<file path="config.mk">
export PLATFORM = sky130hd
export DESIGN_NAME = frame_fifo
export DESIGN_NICKNAME = d
export VERILOG_FILES = /design/src/rtl/sdp_sram.sv /design/src/rtl/frame_fifo.sv
export SDC_FILE = /design/constraint.sdc
export NUM_CORES = 1
export LEC_CHECK = 0
export CAP_MARGIN = 20
export CORE_MARGIN = 2
export CORE_UTILIZATION = 52
export DETAILED_ROUTE_END_ITERATION = 7
export GPL_ROUTABILITY_DRIVEN = 0
export GPL_TIMING_DRIVEN = 0
export PLACE_DENSITY = 0.75
export SLEW_MARGIN = 20
export SYNTH_ARGS = -nofsm -noshare
export SYNTH_HDL_FRONTEND = slang
export SYNTH_SLANG_ARGS = --single-unit
</file>
<file path="constraint.sdc">
create_clock -name clock -period 4.1 [get_ports clock]
set_input_delay 1.23 -clock clock [delete_from_list [all_inputs] [get_ports clock]]
set_output_delay 1.23 -clock clock [all_outputs]
set_load 0.02 [all_outputs]
</file>
<file path="src/rtl/sdp_sram.sv">
// Simple dual-port storage: one synchronous write port and one registered read
// port with a read enable, so the read word holds while the consumer stalls.
module sdp_sram #(
    parameter int DW = 9,
    parameter int AW = 4
) (
    input  logic          clock,
    input  logic          we,
    input  logic [AW-1:0] waddr,
    input  logic [DW-1:0] wdata,
    input  logic          re,
    input  logic [AW-1:0] raddr,
    output logic [DW-1:0] rdata_q
);

    logic [DW-1:0] mem_q [2**AW];

    // Write port
    always_ff @(posedge clock) begin
        if (we) begin
            mem_q[waddr] <= wdata;
        end
    end

    // Registered read port; word is held when re is low
    always_ff @(posedge clock) begin
        if (re) begin
            rdata_q <= mem_q[raddr];
        end
    end

endmodule

</file>
<file path="src/rtl/frame_fifo.sv">
// Packet FIFO: beats are written speculatively and become visible to the reader
// only when the packet's last beat commits; dropped or overflowing packets rewind.
module frame_fifo #(
    parameter int WIDTH        = 8,
    parameter int ABITS        = 4,
    parameter int DROP_ON_FULL = 1
) (
    input  logic             clock,
    input  logic             reset,
    input  logic             s_tvalid,
    output logic             s_tready,
    input  logic             s_tlast,
    input  logic             s_tdrop,
    input  logic [WIDTH-1:0] s_tdata,
    output logic             m_tvalid,
    input  logic             m_tready,
    output logic             m_tlast,
    output logic [WIDTH-1:0] m_tdata,
    output logic [ABITS:0]   level_o,
    output logic [ABITS:0]   packets_o,
    output logic             overflow_o,
    output logic             dropped_o
);

    localparam int             DEPTH      = 2 ** ABITS;
    localparam logic [ABITS:0] FULL_LEVEL = (ABITS + 1)'(DEPTH);
    localparam logic [ABITS:0] PTR_ONE    = (ABITS + 1)'(1);
    localparam bit             DROP_EN    = (DROP_ON_FULL != 0) ? 1'b1 : 1'b0;

    typedef enum logic [0:0] {
        PASS    = 1'b0,
        DISCARD = 1'b1
    } wr_state_e;

    wr_state_e      state_q, state_d;
    logic [ABITS:0] waddr_q, waddr_d;
    logic [ABITS:0] paddr_q, paddr_d;
    logic [ABITS:0] raddr_q, raddr_d;
    logic [ABITS:0] level_q, level_d;
    logic [ABITS:0] packets_q, packets_d;
    logic           mvalid_q, mvalid_d;
    logic           overflow_q, overflow_d;
    logic           dropped_q, dropped_d;
    logic           ready_en_q;

    logic             full_s;
    logic             accept_s;
    logic             wr_en_s;
    logic             commit_s;
    logic             fetch_s;
    logic             read_last_s;
    logic [WIDTH:0]   rd_word_s;

    // level_q always equals waddr_q - raddr_q, so full is exact, not lagged.
    // A full FIFO holding only the packet being written must still accept
    // beats, otherwise that packet could never finish.
    assign full_s      = (level_q == FULL_LEVEL);
    assign s_tready    = ready_en_q &&
                         (DROP_EN || (state_q == DISCARD) || !full_s || (paddr_q == raddr_q));
    assign accept_s    = s_tvalid && s_tready;
    assign fetch_s     = (raddr_q != paddr_q) && (!mvalid_q || m_tready);
    assign read_last_s = mvalid_q && m_tready && m_tlast;

    // Write-side state machine: store, commit, rewind on drop or overflow
    always_comb begin
        state_d    = state_q;
        waddr_d    = waddr_q;
        paddr_d    = paddr_q;
        wr_en_s    = 1'b0;
        commit_s   = 1'b0;
        overflow_d = 1'b0;
        dropped_d  = 1'b0;
        case (state_q)
            PASS: begin
                if (accept_s) begin
                    if (full_s) begin
                        waddr_d    = paddr_q;
                        overflow_d = 1'b1;
                        state_d    = s_tlast ? PASS : DISCARD;
                    end else if (s_tdrop) begin
                        wr_en_s   = 1'b1;
                        waddr_d   = paddr_q;
                        dropped_d = 1'b1;
                        state_d   = s_tlast ? PASS : DISCARD;
                    end else begin
                        wr_en_s = 1'b1;
                        waddr_d = waddr_q + PTR_ONE;
                        if (s_tlast) begin
                            paddr_d  = waddr_q + PTR_ONE;
                            commit_s = 1'b1;
                        end else begin
                            paddr_d = paddr_q;
                        end
                    end
                end else begin
                    state_d = PASS;
                end
            end
            DISCARD: begin
                if (s_tvalid && s_tlast) begin
                    state_d = PASS;
                end else begin
                    state_d = DISCARD;
                end
            end
            default: begin
                state_d = PASS;
            end
        endcase
    end

    // Read side, packet count and level bookkeeping
    always_comb begin
        raddr_d   = raddr_q;
        mvalid_d  = mvalid_q;
        packets_d = packets_q;
        if (fetch_s) begin
            raddr_d  = raddr_q + PTR_ONE;
            mvalid_d = 1'b1;
        end else if (m_tready) begin
            mvalid_d = 1'b0;
        end else begin
            mvalid_d = mvalid_q;
        end
        case ({commit_s, read_last_s})
            2'b10:   packets_d = packets_q + PTR_ONE;
            2'b01:   packets_d = packets_q - PTR_ONE;
            default: packets_d = packets_q;
        endcase
        level_d = waddr_d - raddr_d;
    end

    // State registers
    always_ff @(posedge clock or negedge reset) begin
        if (!reset) begin
            state_q    <= PASS;
            waddr_q    <= '0;
            paddr_q    <= '0;
            raddr_q    <= '0;
            level_q    <= '0;
            packets_q  <= '0;
            mvalid_q   <= 1'b0;
            overflow_q <= 1'b0;
            dropped_q  <= 1'b0;
            ready_en_q <= 1'b0;
        end else begin
            state_q    <= state_d;
            waddr_q    <= waddr_d;
            paddr_q    <= paddr_d;
            raddr_q    <= raddr_d;
            level_q    <= level_d;
            packets_q  <= packets_d;
            mvalid_q   <= mvalid_d;
            overflow_q <= overflow_d;
            dropped_q  <= dropped_d;
            ready_en_q <= 1'b1;
        end
    end

    sdp_sram #(
        .DW (WIDTH + 1),
        .AW (ABITS)
    ) u_sram (
        .clock   (clock),
        .we      (wr_en_s),
        .waddr   (waddr_q[ABITS-1:0]),
        .wdata   ({s_tlast, s_tdata}),
        .re      (fetch_s),
        .raddr   (raddr_q[ABITS-1:0]),
        .rdata_q (rd_word_s)
    );

    assign m_tvalid   = mvalid_q;
    assign m_tdata    = rd_word_s[WIDTH-1:0];
    assign m_tlast    = rd_word_s[WIDTH];
    assign level_o    = level_q;
    assign packets_o  = packets_q;
    assign overflow_o = overflow_q;
    assign dropped_o  = dropped_q;

endmodule

</file>
## Yosys cells after proc, flatten, opt, wreduce, memory -nomap -nowiden

Memory sizes are Yosys's and may differ from the RTL's. A register that Yosys moved wholly into a read port is not among the register bits.
Index checks and enable logic that the tools add are counted.

- Flip-flop bits (word level): 30
- Memory bits (writable): 144
- Output and inout bits: 23
- Word-level logic and storage cells: 64
- Memories: 1

- Add/subtract/negate cells: 5
- Equal/unequal tests: 4
- Mux-type cells: 31
- Bitwise gates (word level): 3
- Reduce and logical (&&, ||, !) cells: 10

Memory list:

| name | words | bits a word | rd ports | clocked after memory_dff | wr ports | RTL line | RTL |
|---|---|---|---|---|---|---|---|
| u_sram.mem_q | 16 | 9 | 1 | 1 | 1 | sdp_sram.sv:16 | `logic [DW-1:0] mem_q [2**AW];` |

Operators with widths:

| cell | number |
|---|---|
| $mux W5 | 5 |
| $mux W1 | 24 |
| $add A5 B1 Y5 const B | 3 |
| $pmux W5 S2 | 1 |
| $eq A5 B5 Y1 const B | 1 |
| $logic_and A1 B1 Y1 | 5 |
| $ne A5 B5 Y1 | 1 |
| $reduce_and A5 Y1 | 1 |
| $sub A5 B1 Y5 const B | 1 |
| $sub A5 B5 Y5 | 1 |
| $reduce_bool A2 Y1 | 2 |
| $not A1 Y1 | 3 |
| $eq A2 B1 Y1 const B | 1 |
| $eq A2 B2 Y1 const B | 1 |
| $pmux W1 S2 | 1 |
| $logic_not A1 Y1 | 1 |
| $logic_or A1 B1 Y1 | 1 |

## Depth between registers and ports, before layout

Gate-level depths: netlist (run 1).

- Depth after elaboration: 7
- Gate-level depth with buffers: 13
- Mapped depth without buffers: 12

## Cells and area by module

Synthesis (run 1) repeated with hierarchy kept, for this count alone.

- Cells, all modules: 416
- Area total of the unflattened synthesis: 7599.8 um^2

By module, submodules not included:

| module | times used | cells an instance | area an instance (um^2) | seq. area each (um^2) |
|---|---|---|---|---|
| sdp_sram | 1 | 254 | 5870.6 | 4594.4 |
| frame_fifo | 1 | 162 | 1729.2 | 750.7 |

## Least setup slack after synthesis (run 1)

OpenSTA, ideal clock, no wires.

- Kind: input-to-reg
- Start point: input s_tvalid
- End point: register packets_q[4] (netlist: packets_o[4])
- Setup time: 132 ps
- Arrival time: 3421 ps
- Required time: 3968 ps
- Setup slack: 547 ps
- Stages on the path: 13
- Buffers on the path: 1
- Cells stage by stage: nand2_1 -> nor2_1 -> and3_1 -> clkinv_1 -> ha_1 -> buf_2 -> xor2_1 -> ha_1 -> o21a_1 -> o21a_1 -> a311oi_1 -> nor3_1 -> xor2_1

- Cells in the longest elaborated chain, start to end: 5
- Elaborated cells between the ends (all ways): 7
- Classes of those cells: 2 x eq/ne; 3 x mux; 2 x reduce/logical

Ends and longest elaborated chain:

| what | RTL line | RTL |
|---|---|---|
| from (decl) | frame_fifo.sv:10 | `input logic s_tvalid,` |
| $logic_and A1 B1 Y1 (*) | frame_fifo.sv:60 | `assign accept_s = s_tvalid && s_tready;` |
| $mux W1 (*) | frame_fifo.sv:75 | `if (accept_s) begin` |
| $mux W1 (*) | frame_fifo.sv:73 | `case (state_q)` |
| $eq A2 B1 Y1 or $eq A2 B2 Y1 (tied branches) | frame_fifo.sv:125 | `case ({commit_s, read_last_s})` |
| $pmux W5 S2 or $reduce_bool A2 Y1 (tied branches) | n/a |  |
| to (signal assigned) | frame_fifo.sv:152 | `packets_q <= packets_d;` |
| to (decl) | frame_fifo.sv:40 | `logic [ABITS:0] packets_q, packets_d;` |

Every way passes the cells marked *; elsewhere a longest branch is shown, timed or not.
A chain may end at the register's enable or synchronous reset.

## Worst setup path in the final report (run 1)

- Start point: input s_tdrop
- End point: register packets_q[4] (netlist: packets_o[4])

- Cells in the longest elaborated chain, start to end: 6
- Elaborated cells between the ends (all ways): 8
- Classes of those cells: 2 x eq/ne; 5 x mux; 1 x reduce/logical

Ends and longest elaborated chain:

| what | RTL line | RTL |
|---|---|---|
| from (decl) | frame_fifo.sv:13 | `input logic s_tdrop,` |
| $mux W1 (*) | frame_fifo.sv:80 | `end else if (s_tdrop) begin` |
| $mux W1 (*) | frame_fifo.sv:76 | `if (full_s) begin` |
| $mux W1 (*) | frame_fifo.sv:75 |  |
| $mux W1 (*) | frame_fifo.sv:73 |  |
| $eq A2 B1 Y1 or $eq A2 B2 Y1 (tied branches) | frame_fifo.sv:125 |  |
| $pmux W5 S2 or $reduce_bool A2 Y1 (tied branches) | n/a |  |

Marked as above.

==> flow_metrics.tcl, run 1 <==
set metrics [dict create \
    yosys.area.top_type "edfxtp_1" \
    hold_class "reg2reg" \
    antenna_found_initial 0 \
    place_hpwl_um 9540 \
    htreeDepth 4 \
    hold_viol 0 \
    diodes 0 \
    portBuffers 36 \
    ys_seq_area_share_pct 69.9 \
    yosys-top-cells-count "edfxtp_1, dfrtp_1, mux4_2" \
    fin_area_um2 8860 \
    rsz0062_at_grt "no" \
    dpl_cell_area_um2 8250 \
    ctsHoldBuffers 0 \
    power.density_nw_per_um2 701 \
    skew_ns 0.0107 \
    grt_max_degree 31 \
    final_cells 680 \
    num_io_pins 37 \
    grt_pass1_vias 4041 \
    grt_pass1_wl_um 22600 \
    drive_gt1_share_pct 18.8 \
    die_h_um 125 \
    postSynth.asyncResetShare_pct 16.4 \
    clk_path_buf_depth 2 \
    fmax_mhz 260 \
    final_util_pct 61.2 \
    synth_enable_flop_cells 153 \
    wl_per_cell_um 21.3 \
    endpoint_kind "register" \
    firstDrtPassIters 5 \
    synth.avg_cell_area_um2 17.9 \
    dp_slack_ns -0.635 \
    drt_iter0_markers 288 \
    cp.required_ns 4.41 \
    vias 3935 \
    synth_area_leaders "edfxtp_1, dfrtp_1, mux4_2" \
    critPathLaunchType "primary input" \
    cts_inserted_buffers 17 \
    cts_root_buf "clkbuf_16" \
    vias_per_cell 5.79 \
    worst_ep_arrival_time_ns 4.16 \
    clock_sinks 183 \
    grt_usage_pct 19.5 \
    power.total_mw 6.21 \
    area_growth_pct 15.9 \
    tns_ns 0 \
    vdd_drop_max_mv 0.398 \
    nFillCells 1037 \
    fin_ws_ns 0.247 \
    synth_nets 456 \
    timing.final.crit_share_pct 94.0 \
    synthesis.area_um2 7650 \
    status "complete, no violations" \
    cts_setup_buffers 0 \
    start_util_pct 52.8 \
    drc 0 \
    hold_slack_ns 0.467 \
    cap_violations 0 \
    netlist-cell-type-count 53 \
    slew_headroom_pct 26.2 \
    final_antenna_net_count 0 \
    grt_overflow_total 0 \
    fp.dieW_um 125 \
    synth_ff_type "edfxtp_1" \
    cts_tree "done" \
    coreArea_um2 14500 \
    ys_ff_latch 183 \
    wirelength_um 14500 \
    worstPathMaxFanout 11 \
    drv_slew 0 \
    crit_type "in2reg" \
    leakage_nw 3.10 \
    insertion_delay_ns 0.44 \
    die-area_um2 15700 \
    yosysMostFrequentCell "edfxtp_1" \
    dp.cells 648 \
    fin_crit_ns 3.85 \
    yosysTopAreaCellShare_pct 60.1 \
    clk_pin_slew_ns 0.07 \
    worst_pin_slew_ns 1.10 \
    nets 511 \
    yosysWarnings 0 \
    finalSetupViolCount 0 \
    netlist_instances 428 \
    fp-row-count 44 \
]
## area by class of cell
| type | count | area [um2] | share of cell area (%) |
|---|---|---|---|
| multi-input combinational | 219 | 2190 | 24.7 |
| tap | 184 | 230 | 2.60 |
| clock inverter | 14 | 156 | 1.77 |
| sequential | 183 | 5350 | 60.3 |
| timing repair buffer | 36 | 357 | 4.02 |
| buffer | 17 | 119 | 1.34 |
| inverter | 9 | 35.0 | 0.395 |
| clock buffer | 18 | 429 | 4.84 |
## flip-flops by register name, indices dropped and copies added, names as in the netlist
| name | count |
|---|---|
| level_o | 5 |
| waddr_q | 5 |
| state_q | 1 |
| m_tvalid | 1 |
| s_tready | 1 |
| paddr_q | 5 |
| u_sram.rdata_q | 9 |
| packets_o | 5 |
| overflow_o | 1 |
| dropped_o | 1 |
| u_sram.mem_q | 144 |
| raddr_q | 5 |
## report_power, final
part / switching [mW] / internal [mW]
clock: 0.739 / 0.865
combinational: 1.15 / 1.01
sequential: 0.169 / 2.27
## path summary, 6_finish.rpt
kind                                           from  cells past startpoint                  endpoint  slack [ns]
setup / recovery                            s_tdrop                     13  packets_o[4]$_DFFE_PN0P_        0.25
setup reg to reg               raddr_q[2]$_DFF_PN0_                     12      level_o[4]$_DFF_PN0_        0.88
hold reg to reg            packets_o[4]$_DFFE_PN0P_                      1  packets_o[4]$_DFFE_PN0P_        0.47
hold / removal             packets_o[4]$_DFFE_PN0P_                      1  packets_o[4]$_DFFE_PN0P_        0.47
max in group asynchronous                     reset                      1  packets_o[0]$_DFFE_PN0P_        2.85
min in group asynchronous                     reset                      1    paddr_q[3]$_DFFE_PN0P_        0.82
## critical path, stage by stage
cell	delay, ns
clkdlybuf4s50_1	0.49
a21oi_2	0.27
and3_1	0.25
clkinv_2	0.17
ha_1	0.24
buf_2	0.17
xor2_1	0.17
ha_1	0.23
o21a_1	0.18
o21a_1	0.19
a311oi_1	0.30
nor3_1	0.12
xor2_1	0.15
## logic make-up after synthesis
| group | after synthesis | share of synthesized area, % |
|---|---|---|
| adders and majority gates | 14 | 2.39 |
| and+or+nand+nor | 75 | 5.40 |
| buffers and inverters | 26 | 2.00 |
| DFF | 183 | 69.9 |
| other | 1 | 0.0490 |
| AOI/OAI and AO/OA | 56 | 4.87 |
| xor gates and xnor gates | 23 | 2.63 |
| muxes | 50 | 12.8 |
## what timing repair did
action / in CTS / in global routing
pin swaps: 0 / 0
resized for setup: 3 / 4
endpoints found under the setup margin: 1 / 2
gates cloned: 0 / 0
## cells in the final DEF (no fill, tap or decap), types with 4 or more instances in the layout
| cell type | count |
|---|---|
| a21oi_1 | 17 |
| xnor2_1 | 7 |
| inv_8 | 4 |
| xor2_1 | 16 |
| buf_2 | 4 |
| ha_1 | 13 |
| mux4_1 | 6 |
| nor3_2 | 5 |
| edfxtp_1 | 153 |
| o21ai_0 | 8 |
| mux2i_1 | 11 |
| inv_1 | 8 |
| mux4_2 | 30 |
| a21o_1 | 5 |
| clkbuf_16 | 17 |
| clkbuf_1 | 6 |
| inv_6 | 4 |
| nor2_1 | 16 |
| nand2_1 | 21 |
| a211oi_1 | 10 |
| nor2b_1 | 10 |
| dfrtp_1 | 30 |
| clkdlybuf4s50_1 | 33 |
## per-layer routing
layer  vias up  GRT usage, %  wire length (um)
met4         0          7.45               327
li1       1795             -                 -
met5         -             0                 0
met1      1981          24.9              6090
met2       129          32.2              7290
met3        30          5.48               777
Power figures use the tool's default switching activity.
==> inputs of run 2 (changes only) <==
Settings changed: PLACE_DENSITY 0.75 to 0.77, SLEW_MARGIN 20 to not set.
==> flow_metrics.tcl, run 2 (synthesis results as in run 1) <==
set metrics [dict create \
    die-area_um2 15700 \
    cts_root_buf "clkbuf_16" \
    area_growth_pct 15.9 \
    layout_common_cells "edfxtp_1, clkdlybuf4s50_1, mux4_2, dfrtp_1, nand2_1" \
    clk_path_buf_depth 2 \
    reg_top3 "u_sram.mem_q (144), u_sram.rdata_q (9)" \
    timing.final.crit_share_pct 95.2 \
    drt_iter0_markers 408 \
    final_antenna_net_count 0 \
    crit_type "in2reg" \
    cp_top_family "buffers and inverters" \
    grt_usage_pct 20.0 \
    firstDrtPassIters 5 \
    met3_length_um 881 \
    met1_length_um 5990 \
    slew_headroom_pct 23.8 \
    grt_pass1_vias 4134 \
    power.density_nw_per_um2 696 \
    status "complete, no violations" \
    drive_gt1_share_pct 18.3 \
    die_h_um 125 \
    antenna_found_initial 0 \
    fmax_mhz 256 \
    cap_violations 0 \
    htreeDepth 4 \
    worst_ep_arrival_time_ns 4.21 \
    met2_length_um 7750 \
    regToRegStartpoint "raddr_q[0]$_DFF_PN0_" \
    hold_class "reg2reg" \
    dp.cells 653 \
    hold_viol 0 \
    vdd_drop_max_mv 0.426 \
    crit_path_cell_trace "clkdlybuf4s50_1 > nand2_1 > nor2_4 > and3_1 > clkinvlp_4 > ha_1 > buf_2 > xor2_1 > ha_1 > o21a_1 > o21a_1 > a311oi_1 > nor3_1 > xor2_1" \
    grt_overflow_total 0 \
    worstPathMaxFanout 7 \
    endpoint_kind "register" \
    fp-row-count 44 \
    largest-register "u_sram.mem_q" \
    num_io_pins 37 \
    wirelength_um 15000 \
    nets 517 \
    fp.dieW_um 125 \
    skew_ns 0.00751 \
    critPathSlowestCell "clkdlybuf4s50_1" \
    cts_inserted_buffers 17 \
    tns_ns 0 \
    vias_per_cell 5.90 \
    insertion_delay_ns 0.43 \
    layout_commonest_cell "edfxtp_1" \
    drv_slew 0 \
    rsz0062_at_grt "no" \
    fin_ws_ns 0.196 \
    crit_start "s_tvalid" \
    diodes 0 \
    portBuffers 36 \
    highest_layer "met4" \
    grt_max_degree 19 \
    finalSetupViolCount 0 \
    clk_pin_slew_ns 0.06 \
    wl_per_cell_um 21.9 \
    coreArea_um2 14500 \
    final_cells 686 \
    critPathLaunchType "primary input" \
    r2r_slack_ns 0.86 \
    slowest_delay_ns 0.59 \
    grt_pass1_wl_um 23200 \
    clock_sinks 183 \
    drc 0 \
    dp_slack_ns -0.523 \
    largest_reg_flops 144 \
    place_hpwl_um 9890 \
    fin_crit_ns 3.90 \
    vias 4048 \
    hold_slack_ns 0.462 \
    min_from "packets_o[4]$_DFFE_PN0P_" \
    cp.required_ns 4.40 \
    cts_tree "done" \
    worst_pin_slew_ns 1.14 \
    leakage_nw 3.09 \
    cp.buffers_inverters 3 \
    start_util_pct 52.8 \
]
[run 2: cell types whose count changed in the layout (fill, tap and decap cells not counted), sizes merged]
cell,before,now
clkdlybuf4s50,33,35
inv,16,12
clkinvlp,1,2
dlymetal6s2s,1,0
clkinv,5,6
buf,12,17
clkbuf,24,26
[run 2: metal layers]
layer	global-route usage [%]	vias to the layer above
li1	-	1804
met1	24.7	2068
met2	33.7	142
met3	5.18	34
met4	8.69	0
met5	0	-
[run 2: worst register-to-register path, stage by stage, from the launching register on]
cell and delay, ns:
dfrtp_1 0.46, xor2_1 0.19, nor2_1 0.38, a21oi_4 0.25
xor2_1 0.25, ha_1 0.17, inv_1 0.05, fa_1 0.41
a21o_1 0.20, a2111oi_0 0.40, mux2i_1 0.15, o211ai_2 0.11
xnor2_1 0.13
[run 2: per-stage QoR]
| stage | power [mW] | util, % | instance area (um2) |
|---|---|---|---|
| finish | 6.17 | 61.2 | 8860 |
| global route | 6.47 | 61.2 | 8860 |
| floorplan | 3.97 | - | 7650 |
| detailed placement | 4.64 | 57.2 | 8280 |
| global placement | 4.58 | 56.9 | 8240 |
| CTS | 6.18 | 61.0 | 8830 |
[run 2: worst paths after layout]
check                      cells past startpoint                  endpoint
max                                           14  packets_o[4]$_DFFE_PN0P_
min reg2reg                                    1  packets_o[4]$_DFFE_PN0P_
min in group asynchronous                      1    paddr_q[4]$_DFFE_PN0P_
min                                            1  packets_o[4]$_DFFE_PN0P_
max in group asynchronous                      2      level_o[1]$_DFF_PN0_
max reg2reg                                   12      level_o[4]$_DFF_PN0_
[run 2: report_power, final]
| group | internal, mW | switching, mW |
|---|---|---|
| Combinational | 1.02 | 1.16 |
| Sequential | 2.28 | 0.173 |
| Clock | 0.845 | 0.690 |
| Total | 4.14 | 2.03 |
[run 2: repair_timing]
item                       CTS  global route
hold buffers                 0             0
setup endpoints to repair    1             2
gates resized for setup      2             4
setup buffers                0             1
[run 2: layout make-up]
type	instances	area [um2]
Buffer	17	119
Clock buffer	20	437
Clock inverter	12	118
Fill cell	998	5620
Inverter	9	37.5
Multi-Input combinational cell	219	2170
Sequential cell	183	5350
Tap cell	184	230
Timing Repair Buffer	42	407
